===== src/rtl/cheri_tbre_sweep.sv =====
// Background revocation sweep: walks a range of 8-byte capability slots, loads each one,
// waits for the revocation verdict and writes revoked slots back with the tag cleared.

package cheri_tbre_sweep_pkg;

    typedef struct packed {
        logic        valid;
        logic [1:0]  top_cor;
        logic [1:0]  base_cor;
        logic [4:0]  cexp;
        logic [8:0]  top;
        logic [8:0]  base;
        logic [3:0]  otype;
        logic [12:0] cperms;
    } reg_cap_t;

    localparam reg_cap_t NULL_REG_CAP = '{
        valid:    1'b0,
        top_cor:  2'd0,
        base_cor: 2'd0,
        cexp:     5'd24,
        top:      9'h100,
        base:     9'h000,
        otype:    4'd0,
        cperms:   13'd0
    };

endpackage

module cheri_tbre_sweep
    import cheri_tbre_sweep_pkg::*;
#(
    parameter int unsigned TrvkTimeout = 16,
    parameter int unsigned CntWidth    = 16
) (
    input  logic                clk_i,
    input  logic                rst_i,

    input  logic                start_i,
    input  logic                stop_i,
    input  logic [31:0]         start_addr_i,
    input  logic [31:0]         end_addr_i,
    output logic                busy_o,
    output logic                done_o,
    output logic                err_o,
    output logic [CntWidth-1:0] revoked_cnt_o,

    output logic                tbre_lsu_req_o,
    output logic                tbre_lsu_we_o,
    output logic [31:0]         tbre_lsu_addr_o,
    output logic [31:0]         tbre_lsu_wdata_o,
    output reg_cap_t            tbre_lsu_wcap_o,
    input  logic                lsu_tbre_req_done_i,
    input  logic                lsu_tbre_resp_valid_i,
    input  logic                lsu_tbre_resp_err_i,
    input  logic [31:0]         rf_wdata_lsu_i,
    input  reg_cap_t            rf_wcap_lsu_i,

    input  logic                tbre_trvk_en_i,
    input  logic                tbre_trvk_clrtag_i
);

    // LSU handshake: a request is offered while tbre_lsu_req_o=1 with we/addr/wdata/wcap held
    // stable; it is accepted in the cycle lsu_tbre_req_done_i=1, and its single response is
    // the later cycle with lsu_tbre_resp_valid_i=1. Only one request is ever outstanding.

    typedef enum logic [3:0] {
        IDLE       = 4'd0,
        CHECK      = 4'd1,
        LOAD_REQ   = 4'd2,
        LOAD_WAIT  = 4'd3,
        TRVK_WAIT  = 4'd4,
        STORE_REQ  = 4'd5,
        STORE_WAIT = 4'd6,
        NEXT       = 4'd7,
        DONE       = 4'd8
    } state_e;

    localparam logic [4:0] TimerLast = 5'(TrvkTimeout - 1);

    state_e                state_q, state_d;
    logic [31:0]           addr_q;
    logic [31:0]           end_q;
    logic                  stop_q;
    logic                  err_q;
    logic [CntWidth-1:0]   cnt_q;
    logic [31:0]           data_q;
    reg_cap_t              cap_q;
    logic                  lerr_q;
    logic [4:0]            timer_q;

    logic [32:0]           addr_inc;
    logic                  revoke;
    logic                  trvk_expired;

    assign addr_inc     = {1'b0, addr_q} + 33'd8;
    assign revoke       = tbre_trvk_clrtag_i && !lerr_q && cap_q.valid;
    assign trvk_expired = !tbre_trvk_en_i && (timer_q == TimerLast);

    // State register
    always_ff @(posedge clk_i or posedge rst_i) begin
        if (rst_i) begin
            state_q <= IDLE;
        end else begin
            state_q <= state_d;
        end
    end

    // Next-state logic
    always_comb begin
        state_d = state_q;
        unique case (state_q)
            IDLE:       if (start_i) state_d = CHECK;
            CHECK:      state_d = (addr_q >= end_q) ? DONE : LOAD_REQ;
            LOAD_REQ:   if (lsu_tbre_req_done_i) state_d = LOAD_WAIT;
            LOAD_WAIT:  if (lsu_tbre_resp_valid_i) state_d = TRVK_WAIT;
            TRVK_WAIT: begin
                if (tbre_trvk_en_i) begin
                    state_d = revoke ? STORE_REQ : NEXT;
                end else if (trvk_expired) begin
                    state_d = NEXT;
                end
            end
            STORE_REQ:  if (lsu_tbre_req_done_i) state_d = STORE_WAIT;
            STORE_WAIT: if (lsu_tbre_resp_valid_i) state_d = NEXT;
            NEXT:       state_d = (addr_inc[32] || stop_q || stop_i) ? DONE : CHECK;
            DONE:       state_d = IDLE;
            default:    state_d = IDLE;
        endcase
    end

    // Output decode
    always_comb begin
        busy_o         = 1'b1;
        done_o         = 1'b0;
        tbre_lsu_req_o = 1'b0;
        tbre_lsu_we_o  = 1'b0;
        unique case (state_q)
            IDLE:      busy_o = 1'b0;
            DONE: begin
                busy_o = 1'b0;
                done_o = 1'b1;
            end
            LOAD_REQ:  tbre_lsu_req_o = 1'b1;
            STORE_REQ: begin
                tbre_lsu_req_o = 1'b1;
                tbre_lsu_we_o  = 1'b1;
            end
            default: ;
        endcase
    end

    // Sweep datapath: range, captured slot contents, sticky status
    always_ff @(posedge clk_i or posedge rst_i) begin
        if (rst_i) begin
            addr_q  <= '0;
            end_q   <= '0;
            stop_q  <= 1'b0;
            err_q   <= 1'b0;
            cnt_q   <= '0;
            data_q  <= '0;
            cap_q   <= NULL_REG_CAP;
            lerr_q  <= 1'b0;
            timer_q <= '0;
        end else begin
            unique case (state_q)
                IDLE: begin
                    if (start_i) begin
                        addr_q <= start_addr_i & ~32'h7;
                        end_q  <= end_addr_i & ~32'h7;
                        err_q  <= 1'b0;
                        cnt_q  <= '0;
                        stop_q <= 1'b0;
                    end
                end
                LOAD_WAIT: begin
                    if (lsu_tbre_resp_valid_i) begin
                        data_q <= rf_wdata_lsu_i;
                        cap_q  <= rf_wcap_lsu_i;
                        lerr_q <= lsu_tbre_resp_err_i;
                        if (lsu_tbre_resp_err_i) err_q <= 1'b1;
                    end
                end
                TRVK_WAIT: begin
                    if (trvk_expired) err_q <= 1'b1;
                end
                STORE_WAIT: begin
                    if (lsu_tbre_resp_valid_i) begin
                        if (lsu_tbre_resp_err_i) begin
                            err_q <= 1'b1;
                        end else if (cnt_q != '1) begin
                            cnt_q <= cnt_q + CntWidth'(1);
                        end
                    end
                end
                NEXT:    addr_q <= addr_inc[31:0];
                default: ;
            endcase

            // A stop seen at any point of a busy sweep waits for the next slot boundary.
            if (state_q != IDLE && state_q != DONE && stop_i) begin
                stop_q <= 1'b1;
            end

            timer_q <= (state_q == TRVK_WAIT) ? timer_q + 5'd1 : 5'd0;
        end
    end

    assign err_o            = err_q;
    assign revoked_cnt_o    = cnt_q;
    assign tbre_lsu_addr_o  = addr_q;
    assign tbre_lsu_wdata_o = data_q;

    always_comb begin
        tbre_lsu_wcap_o       = cap_q;
        tbre_lsu_wcap_o.valid = 1'b0;
    end

    req_stable_a: assert property (@(posedge clk_i) disable iff (rst_i)
        (tbre_lsu_req_o && !lsu_tbre_req_done_i) |=>
            (tbre_lsu_req_o && $stable(tbre_lsu_we_o) && $stable(tbre_lsu_addr_o)));

    addr_aligned_a: assert property (@(posedge clk_i) disable iff (rst_i)
        tbre_lsu_addr_o[2:0] == 3'b000);

endmodule


===== config.mk =====
export PLATFORM = sky130hd
export DESIGN_NAME = cheri_tbre_sweep
export DESIGN_NICKNAME = d
export VERILOG_FILES = /design/src/rtl/cheri_tbre_sweep.sv
export SDC_FILE = /design/constraint.sdc
export NUM_CORES = 1
export LEC_CHECK = 0
export CAP_MARGIN = 20
export CORE_ASPECT_RATIO = 1.25
export CORE_UTILIZATION = 50
export DETAILED_ROUTE_END_ITERATION = 10
export GPL_TIMING_DRIVEN = 0
export PLACE_DENSITY = 0.87
export SYNTH_ARGS = -nofsm -noshare
export SYNTH_HDL_FRONTEND = slang
export SYNTH_SLANG_ARGS = --single-unit

===== constraint.sdc =====
create_clock -name clk_i -period 9.7 [get_ports clk_i]
set_input_delay 1.455 -clock clk_i [delete_from_list [all_inputs] [get_ports clk_i]]
set_output_delay 1.455 -clock clk_i [all_outputs]
set_load 0.005 [all_outputs]

# --- Yosys cells after proc, flatten, opt, wreduce, memory -nomap -nowiden ---
# Cells that the tools add are included.
classes:
  mux: 30
  order_cmp: 1
  add_sub_neg: 3
  eq_ne: 22
  reduce_logical: 26
op_table:
  columns: ["operator", "count"]
  rows:
  - ["$mux 16", 4]
  - ["$pmux 32 s2", 1]
  - ["$mux 4", 9]
  - ["$add 32x4->33 const B", 1]
  - ["$ge 32x32->1", 1]
  - ["$mux 32", 1]
  - ["$pmux 16 s2", 1]
  - ["$pmux 4 s8", 1]
  - ["$add 16x1->16 const B", 1]
  - ["$eq 4x3->1 const B", 4]
  - ["$ne 16x16->1 const B", 1]
  - ["$ne 2x2->1 const B", 8]
  - ["$mux 1", 10]
  - ["$reduce_and 5->1", 2]
  - ["$eq 4x2->1 const B", 2]
  - ["$reduce_and 2->1", 4]
  - ["$reduce_bool 2->1", 4]
  - ["$reduce_and 6->1", 1]
  - ["$reduce_or 2->1", 3]
  - ["$add 5x1->5 const B", 1]
  - ["$eq 5x4->1 const B", 1]
  - ["$logic_and 1x1->1", 5]
  - ["$mux 5", 1]
  - ["$eq 4x1->1 const B", 1]
  - ["11 further kinds", 14]
totals:
  inputBits: 150
  output_inout_bits: 130
  wordCells: 99
  reg_bits: 166

# --- Depth between registers and ports, before layout ---
# Gate-level depths: netlist of the first run.
depth:
  ltp_word: 6
  ltp_mapped: 8
  mapped_depth_nobuf: 8

# --- Worst setup path before layout of the first run ---
# No wires, ideal clock.
synth_path:
  path_kind: "input port to flip-flop"
  from: "input lsu_tbre_resp_valid_i"
  to: "register cap_q (netlist bit tbre_lsu_wcap_o[29])"
  path_buffers: 2
  arrival_time_ps: 2540
  cell_stages: 5
  t_required_ps: 9575
  setup_slack_ps: 7035
  cell_sequence: "nand3_1 > nor3_2 > buf_2 > buf_4 > mux2_2"
synth_via:
  elab_chain_len: 1
synth_lines:
  columns: ["element", "line_no", "rtl"]
  rows:
  - ["start: declaration", "54", "input logic lsu_tbre_resp_valid_i,"]
  - ["$reduce_and 2->1 (no source line)", null, null]
  - ["end signal: assignment", "179", "cap_q <= rf_wcap_lsu_i;"]
  - ["end: declaration", "88", "reg_cap_t cap_q;"]
# No other way between the ends.
# A chain may end at the register's enable or synchronous reset.

# --- Final worst setup path of the first run ---
layout_path:
  from: "register state_q[0]"
  to: "output done_o"
layout_via:
  elab_chain_len: 2
layout_lines:
  columns: ["element", "line_no", "rtl"]
  rows:
  - ["start: declaration", "81", "state_e state_q, state_d;"]
  - ["start signal: assignment", "105", "state_q <= state_d;"]
  - ["$eq 4x4->1", "138", "unique case (state_q)"]
  - ["$mux 1", "138", null]
  - ["end: declaration", "44", "output logic done_o,"]
# No other way between the ends.

==> impl_metrics.tcl, run 1 <==
set metrics [dict create \
    dieArea_mm2 0.0169 \
    critPathMaxStageDelay_ns 0.55 \
    die_y_um 145 \
    synth_cell_types 66 \
    status "finished clean" \
    synth-main-ff-cell "dfrtp_1" \
    cts_made_buffers 17 \
    die-width_um 117 \
    cts_resized 0 \
    finalHoldWorstSlack_ns 0.488 \
    finalClockSkew_ns 0.00835 \
    ctsRootBufferMaster "clkbuf_16" \
    routed_wl_mm 23.7 \
    synthSimpleGateAreaFrac_pct 13.5 \
    route.detailed.drc 0 \
    cts_num_sinks 163 \
    cts_tree "yes" \
    syn_area_mm2 0.00821 \
    power_density_mw_per_mm2 297 \
    area_growth_pct 43.6 \
    grt_setup_unrepaired "false" \
    relSlewSlack_pct 42.4 \
    synth_top_family_by_area "simple AND/OR/NAND/NOR gates" \
    dp_hpwl_mm 17.8 \
    syn_avg_cell_area_um2 10.8 \
    gp_congestion 0.880 \
    ys_top_cells_by_area "dfrtp_1, mux2_2, ha_1" \
    finalCritPeriodShare_pct 37.7 \
    placed_area_mm2 0.0112 \
    period_minus_slack_ns 3.65 \
    final-max-slew-violation-count 0 \
    numPortBuffers 269 \
    synth_edf_count 0 \
    synth-compound-area-share_pct 10.3 \
    cpMaxStageDelayCell "clkdlybuf4s50_1" \
    via_count 6915 \
    drive_gt1_share_pct 19.0 \
    synth_fa_ha_area_share_pct 5.03 \
    synth_top_area_share_pct 48.8 \
    netlist_instances 761 \
    hold_viol 0 \
    synthXorXnorAreaFrac_pct 1.71 \
    setup_tns_ns 0 \
    antenna_found_initial 2 \
    holdBufCountCts 0 \
    finalNetCount 1236 \
    grt_pass1_vias 7060 \
    worstPathRequired_ns 8.25 \
    hold_path_class "reg -> reg" \
    ant_nets 0 \
    synth.ff_latch_count 163 \
    rows 52 \
    post_cts.repair.setup_buffers 0 \
    setup_viol 0 \
    cts.clk_slew.worst_paths_ns 0.07 \
    firstDrtPassIters 5 \
    path_class "reg -> out" \
    layout_commonest_cell "clkdlybuf4s50_1" \
    max_clock_freq_mhz 274 \
    crit_path_max_fanout 10 \
    worst_pin_slew_ns 0.842 \
    wl_per_cell_um 18.5 \
    grt_max_degree 87 \
    arrival_ns 2.20 \
    yosys.area.top_type "dfrtp_1" \
    stdcell_area_mm2 0.0118 \
    ys_warn_count 0 \
    layout_common_cells "clkdlybuf4s50_1, dfrtp_1, mux2_2" \
    clockBufferDepth 2 \
    grt_pass1_wl_mm 36.9 \
    io_pins 280 \
    htree_num_levels 4 \
    drtIter0Drc 371 \
    viasPerCell 5.39 \
    start_kind "register" \
    core_mm2 0.0161 \
    async_flop_share_pct 100 \
    cp_cell_sequence "buf_2 > or3_1 > nor2_1 > clkdlybuf4s50_1" \
    end_kind "output pin" \
    grt-ovfl-total 0 \
    start_util_pct 50.9 \
    max_cap_viol_count 0 \
    yosys-mux-area-fraction_pct 11.2 \
    leakage_nw 5.16 \
    clkLatencyLatePin_ns 0.43 \
    grt_usage_pct 28.9 \
    ir_drop_mv 0.152 \
    yosysSeqAreaShare_pct 49.8 \
]
-- cell type report --
cell class / instances / area, um2
Clock inverter: 15 / 144
Buffer: 79 / 527
Fill cell: 1171 / 4350
Tap cell: 216 / 270
Antenna cell: 1 / 2.50
Multi-Input combinational cell: 479 / 3450
Clock buffer: 17 / 425
Sequential cell: 163 / 4080
Timing Repair Buffer: 270 / 2720
Inverter: 43 / 169
-- kinds of logic after synthesis --
| group | Yosys count |
|---|---|
| buf+inv | 122 |
| mux | 82 |
| flops | 163 |
| xor+xnor | 16 |
| compound gates | 127 |
| other cells | 1 |
| simple gates | 217 |
| fa+ha+maj | 33 |
-- synthesized netlist by cell type, types with 2 or more instances --
master,instances
mux2_2,78
xnor2_1,3
o21ai_0,43
o21a_1,2
o311ai_0,4
nor2b_1,4
buf_6,3
buf_4,50
a21oi_1,20
or2_2,3
and3_1,12
a31oi_1,5
dfrtp_1,160
a211oi_1,10
nand3_1,28
a311oi_1,6
mux2i_1,4
xor2_1,13
dfstp_2,3
and4_1,3
ha_1,33
nor3_1,8
a22o_1,2
buf_2,16
o21ai_1,2
clkbuf_1,6
nand2_1,74
buf_1,4
nand2b_1,3
or3_1,2
nor3_2,2
nand4_1,14
nor4_4,2
a21o_1,6
inv_1,43
nor2_1,50
o211ai_1,10
and2_1,2
-- through the flow --
| step | std cells | worst slack [ns] | total power, mW | utilization [%] |
|---|---|---|---|---|
| 2_1_floorplan | 764 | 3.84 | 2.03 | - |
| 3_3_place_gp | 1249 | 1.60 | 2.76 | 69.3 |
| 3_5_place_dp | 1250 | 5.98 | 2.84 | 69.5 |
| 4_1_cts | 1282 | 6.04 | 3.51 | 73.0 |
| 5_1_grt | 1283 | 5.97 | 3.72 | 73.0 |
| 6_report | 1283 | 6.05 | 3.50 | 73.0 |
-- path summary, 6_finish.rpt --
kind / cells after the start / endpoint / slack [ns] / start
worst max-delay path: 4 / done_o / 6.05 / state_q[0]$_DFFE_PP0P_
worst min-delay path: 1 / timer_q[0]$_DFF_PP0_ / 0.49 / timer_q[0]$_DFF_PP0_
worst max register to register: 7 / state_q[3]$_DFFE_PP0P_ / 6.75 / tbre_lsu_addr_o[17]$_DFFE_PP0P_
worst min register to register: 1 / timer_q[0]$_DFF_PP0_ / 0.49 / timer_q[0]$_DFF_PP0_
max in group asynchronous: 3 / tbre_lsu_wcap_o[38]$_DFFE_PP1P_ / 7.38 / rst_i
min in group asynchronous: 2 / revoked_cnt_o[6]$_DFFE_PP0P_ / 1.50 / rst_i
-- sequential cells by signal, summed over array words and instances, names as in the netlist --
signal	flops
err_o	1
timer_q	5
stop_q	1
cap_q	1
end_q	29
tbre_lsu_wcap_o	44
tbre_lsu_wdata_o	32
revoked_cnt_o	16
tbre_lsu_addr_o	29
lerr_q	1
state_q	4
-- critical path: cells and delay by family (launching register included) --
family | cells | cell delay [ns]
buffers and inverters | 2 | 0.76
flip-flops | 1 | 0.43
AND/OR/NAND/NOR | 2 | 0.59
-- report_power, final --
| part | internal, mW | switching (mW) | leakage, nW | total, mW |
|---|---|---|---|---|
| clock | 0.360 | 0.295 | 0.273 | 0.655 |
| combinational | 0.955 | 0.673 | 2.90 | 1.63 |
| sequential | 0.982 | 0.230 | 1.99 | 1.21 |
-- per-layer routing --
layer	up-vias	global-route usage [%]	wire [um]
met2	321	49.6	12000
met1	3349	31.8	8550
met4	0	13.1	847
li1	3201	-	-
met3	44	9.44	2360
met5	-	0	0
Note: power is estimated with default switching activity, not from simulation.
==> run 2, diff against run 1 <==
- CORE_UTILIZATION: 50 -> 46
- PLACE_DENSITY: 0.87 -> 0.81
- clock period: 9.7 -> 3.46 ns (I/O delays scaled with it)
==> impl_metrics.tcl, run 2 (synthesized netlist as in run 1, its figures left out) <==
set metrics [dict create \
    status "finished clean" \
    gp_congestion 0.847 \
    dieArea_mm2 0.0184 \
    via_count 6835 \
    crit_path_max_fanout 10 \
    r2r-start "tbre_lsu_addr_o[17]$_DFFE_PP0P_" \
    rows 54 \
    antenna_found_initial 0 \
    end_kind "output pin" \
    layout_setup_ws_ns 0.715 \
    clockBufferDepth 2 \
    setup_viol 0 \
    worst_pin_slew_ns 0.786 \
    routed_wl_mm 22.3 \
    grt_usage_pct 25.0 \
    hold_viol 0 \
    grt-ovfl-total 0 \
    fin_util_pct 68.1 \
    ctsRootBufferMaster "clkbuf_16" \
    numPortBuffers 269 \
    finalClockSkew_ns 0.00933 \
    die-width_um 121 \
    io_pins 280 \
    layout_commonest_cell "clkdlybuf4s50_1" \
    finalCritPeriodShare_pct 79.3 \
    drtIter0Drc 364 \
    layout_common_cells "clkdlybuf4s50_1, dfrtp_1, mux2_2" \
    wl_per_cell_um 17.2 \
    max_clock_freq_mhz 364 \
    fill_cells 1332 \
    largest_reg_flops 44 \
    cts_made_buffers 17 \
    worstPathRequired_ns 2.94 \
    drive_gt1_share_pct 19.0 \
    finalPower_mw 9.77 \
    grt_pass1_vias 6760 \
    worstReg2RegEnd "state_q[3]$_DFFE_PP0P_" \
    setup_tns_ns 0 \
    die_y_um 151 \
    power_frac_comb_pct 46.0 \
    r2r_cells 7 \
    critPathMaxStageDelay_ns 0.51 \
    holdBufCountCts 0 \
    grt_pass1_wl_mm 35.1 \
    seqPwrFrac_pct 34.3 \
    max_cap_viol_count 0 \
    power_density_mw_per_mm2 824 \
    grt_setup_unrepaired "false" \
    p_sw_mw 3.20 \
    clkLatencyLatePin_ns 0.43 \
    stdcell_area_mm2 0.0119 \
    relSlewSlack_pct 47.6 \
    cts_tree "yes" \
    cts.clk_slew.worst_paths_ns 0.07 \
    core_mm2 0.0174 \
    cts_num_sinks 163 \
    pre_cts_ws_ns 0.648 \
    placed_area_mm2 0.0113 \
    ant_nets 0 \
    stdcell_count 1293 \
    period_minus_slack_ns 2.75 \
    hold_path_class "in -> async" \
    sw_frac_of_total_pct 32.8 \
    power_frac_clock_pct 19.7 \
    arrival_ns 2.23 \
    path_class "reg -> out" \
    grt_max_degree 43 \
    viasPerCell 5.29 \
    final-max-slew-violation-count 0 \
    cpMaxStageDelayCell "or3_1" \
    ir_drop_mv 0.390 \
    placedCellCount 1261 \
    leakage_nw 5.19 \
    start_util_pct 47.1 \
    finalNetCount 1239 \
    dp_hpwl_mm 16.9 \
    area_growth_pct 44.6 \
    route.detailed.drc 0 \
    cts_resized 0 \
    firstDrtPassIters 4 \
    cp_cell_sequence "buf_2 > or3_1 > nor2_1 > clkdlybuf4s50_1" \
    htree_num_levels 4 \
    antenna_cells 0 \
    finalHoldWorstSlack_ns 0.468 \
    start_kind "register" \
    reg2reg_setup_slack_ns 0.90 \
    p_int_mw 6.57 \
    post_cts.repair.setup_buffers 0 \
]
## run 2: cell types whose count changed in the layout (fill, tap and decap cells not counted)
cell	change
clkinvlp_4	+2
buf_16	-1
inv_8	-2
clkbuf_1	+3
inv_6	-4
diode_2	-1
bufinv_16	+2
clkinv_4	-1
buf_12	+4
## run 2: power by group through the flow
stage / Clock [mW] / Combinational, mW / Sequential (mW)
final: 1.92 / 4.49 / 3.36
after global routing: 2.04 / 4.93 / 3.47
after CTS: 1.95 / 4.53 / 3.35
after detailed placement: 0 / 4.49 / 3.38
after global placement: 0 / 4.37 / 3.34
after floorplan: 0 / 2.42 / 3.27
## run 2: area by class of cell
| type | instances | area (um2) | area share, % |
|---|---|---|---|
| clock inverters | 12 | 156 | 1.32 |
| inverters | 43 | 165 | 1.39 |
| plain buffers | 79 | 527 | 4.44 |
| flip-flops and latches | 163 | 4080 | 34.4 |
| well taps | 224 | 280 | 2.36 |
| multi-input cells | 479 | 3450 | 29.0 |
| clock buffers | 20 | 437 | 3.68 |
| repair buffers | 273 | 2770 | 23.4 |
## run 2: worst max path at each step
stage | depth (start not counted) | slack (ns) | from | endpoint
after floorplan | 1 | 0.87 | rst_i | cap_q[44]$_DFFE_PP0P_
after global placement | 2 | -0.54 | rst_i | revoked_cnt_o[3]$_DFFE_PP0P_
after detailed placement | 6 | 0.65 | lsu_tbre_resp_valid_i | tbre_lsu_wcap_o[33]$_DFFE_PP0P_
after CTS | 4 | 0.70 | state_q[0]$_DFFE_PP0P_ | done_o
after global routing | 4 | 0.66 | state_q[0]$_DFFE_PP0P_ | done_o
final | 4 | 0.71 | state_q[0]$_DFFE_PP0P_ | done_o
## run 2: worst max-delay path, delay by kind of cell, from the launching register on
| kind | cells | cell delay, ns |
|---|---|---|
| flops | 1 | 0.44 |
| buf+inv | 2 | 0.73 |
| simple gates | 2 | 0.64 |
## run 2: per-layer routing
metal | up-vias | share of wire [%] | GRT usage, %
met3 | 42 | 7.8 | 6.51
met2 | 303 | 51 | 44.2
met5 | - | 0 | 0
li1 | 3212 | - | -
met4 | 0 | 2.7 | 9.94
met1 | 3278 | 38 | 28.7
==> run 3, diff against run 2 <==
- CORE_UTILIZATION: 46 -> 42
- PLACE_DENSITY: 0.81 -> 0.78
- clock period: 3.46 -> 2.51 ns (I/O delays scaled with it)
==> impl_metrics.tcl, run 3 (synthesized netlist as in run 1, its figures left out) <==
set metrics [dict create \
    max_cap_viol_count 0 \
    layout_common_cells "clkdlybuf4s50_1, dfrtp_1, mux2_2" \
    critPathMaxStageDelay_ns 0.51 \
    drive_gt1_share_pct 20.4 \
    layout_commonest_cell "clkdlybuf4s50_1" \
    stdcell_area_mm2 0.0120 \
    htree_num_levels 4 \
    path_class "reg -> reg" \
    worstPathRequired_ns 2.82 \
    power_density_mw_per_mm2 1160 \
    worst_pin_slew_ns 0.754 \
    fill_cells 1556 \
    finalPower_mw 13.9 \
    cpMaxStageDelayCell "a2111oi_4" \
    setup_viol 0 \
    antenna_found_initial 0 \
    drtIter0Drc 273 \
    finalNetCount 1245 \
    relSlewSlack_pct 49.7 \
    ant_nets 0 \
    numPortBuffers 269 \
    ir_drop_mv 0.617 \
    start_util_pct 43.4 \
    cts_made_buffers 17 \
    route.detailed.drc 0 \
    final-max-slew-violation-count 0 \
    dp_hpwl_mm 17.9 \
    die_y_um 158 \
    placed_area_mm2 0.0113 \
    cts_num_sinks 163 \
    grt-ovfl-total 0 \
    hold_viol 0 \
    max_clock_freq_mhz 413 \
    rows 56 \
    gp_congestion 0.903 \
    leakage_nw 5.27 \
    cts.clk_slew.worst_paths_ns 0.07 \
    grt_setup_unrepaired "false" \
    start_kind "register" \
    period_minus_slack_ns 2.42 \
    area_growth_pct 46.3 \
    finalCritPeriodShare_pct 96.4 \
    grt_usage_pct 23.8 \
    cp_cell_sequence "ha_1 > a21oi_2 > o21ai_1 > a221o_1 > a2111oi_4 > o21ai_2 > a41o_1" \
    hold_path_class "in -> async" \
    path_delay_family "compound AO/OA/AOI/OAI gates" \
    routed_wl_mm 23.4 \
    largest_reg_flops 44 \
    dieArea_mm2 0.0201 \
    antenna_cells 0 \
    wl_per_cell_um 17.9 \
    clkLatencyLatePin_ns 0.42 \
    status "finished clean" \
    die-width_um 127 \
    finalClockSkew_ns 0.00765 \
    setup_tns_ns 0 \
    grt_max_degree 42 \
    clockBufferDepth 2 \
    path_buf_inv 0 \
    multi_input_area_mm2 0.00348 \
    crit_path_max_fanout 5 \
    firstDrtPassIters 4 \
    holdBufCountCts 0 \
    end_kind "register" \
    grt_pass1_vias 6821 \
    grt_pass1_wl_mm 36.2 \
    viasPerCell 5.23 \
    cts_tree "yes" \
    ctsRootBufferMaster "clkbuf_16" \
    seqCellArea_mm2 0.00409 \
    core_mm2 0.0189 \
    arrival_ns 2.73 \
    io_pins 280 \
    via_count 6839 \
]
[run 3: worst reg2reg max path: stages, from the launching register on]
cell and delay (ns):
dfrtp_2 0.45, ha_1 0.33, a21oi_2 0.13, o21ai_1 0.11, a221o_1 0.41, a2111oi_4 0.51
o21ai_2 0.11, a41o_1 0.25
[run 3: worst paths after layout]
path                                                 start                         endpoint  slack, ns  cells after the start
min                                                  rst_i     revoked_cnt_o[5]$_DFFE_PP0P_       0.24                      2
max in group asynchronous                            rst_i  tbre_lsu_wcap_o[38]$_DFFE_PP1P_       1.48                      4
max reg2reg                tbre_lsu_addr_o[17]$_DFFE_PP0P_           state_q[3]$_DFFE_PP0P_       0.09                      7
min in group clk_i                    timer_q[0]$_DFF_PP0_             timer_q[0]$_DFF_PP0_       0.46                      1
min reg2reg                           timer_q[0]$_DFF_PP0_             timer_q[0]$_DFF_PP0_       0.46                      1
max                        tbre_lsu_addr_o[17]$_DFFE_PP0P_           state_q[3]$_DFFE_PP0P_       0.09                      7
[run 3: report_power, final]
group	total, mW	internal (mW)	leakage (nW)	switching (mW)
combinational	6.43	3.78	2.96	2.65
clock	2.84	1.70	0.313	1.14
sequential	4.66	3.80	1.99	0.866
[run 3: per-layer routing]
| metal | part of all wire [%] | vias up | GRT usage [%] | wire (um) |
|---|---|---|---|---|
| met5 | 0 | - | 0 | 0 |
| met4 | 2.7 | 0 | 9.24 | 634 |
| met3 | 9.9 | 42 | 7.76 | 2330 |
| met2 | 48 | 316 | 41.0 | 11300 |
| met1 | 39 | 3250 | 27.6 | 9150 |
| li1 | - | 3231 | - | - |
[run 3: stage by stage]
step                hold slack [ns]  cells  setup slack [ns]  utilization [%]
floorplan                     0.433    764            0.0651                -
global placement              0.445   1265             -1.38             59.2
detailed placement            0.453   1269            -0.599             59.6
CTS                           0.232   1301           0.00255             63.2
global route                  0.247   1307           0.00237             63.5
finish                        0.236   1307            0.0905             63.5
[run 3: area by class of cell]
type	instances	area share, %
clock inverters	15	1.80
repair buffers	279	23.4
well taps	232	2.42
inverters	43	1.38
multi-input cells	479	29.0
clock buffers	17	3.54
plain buffers	79	4.41
flip-flops and latches	163	34.0
[run 3: timing repair]
action	in CTS	in global routing
setup endpoints to repair	4	2
buffers inserted	0	6
resized for setup	7	6
pin swaps	1	2
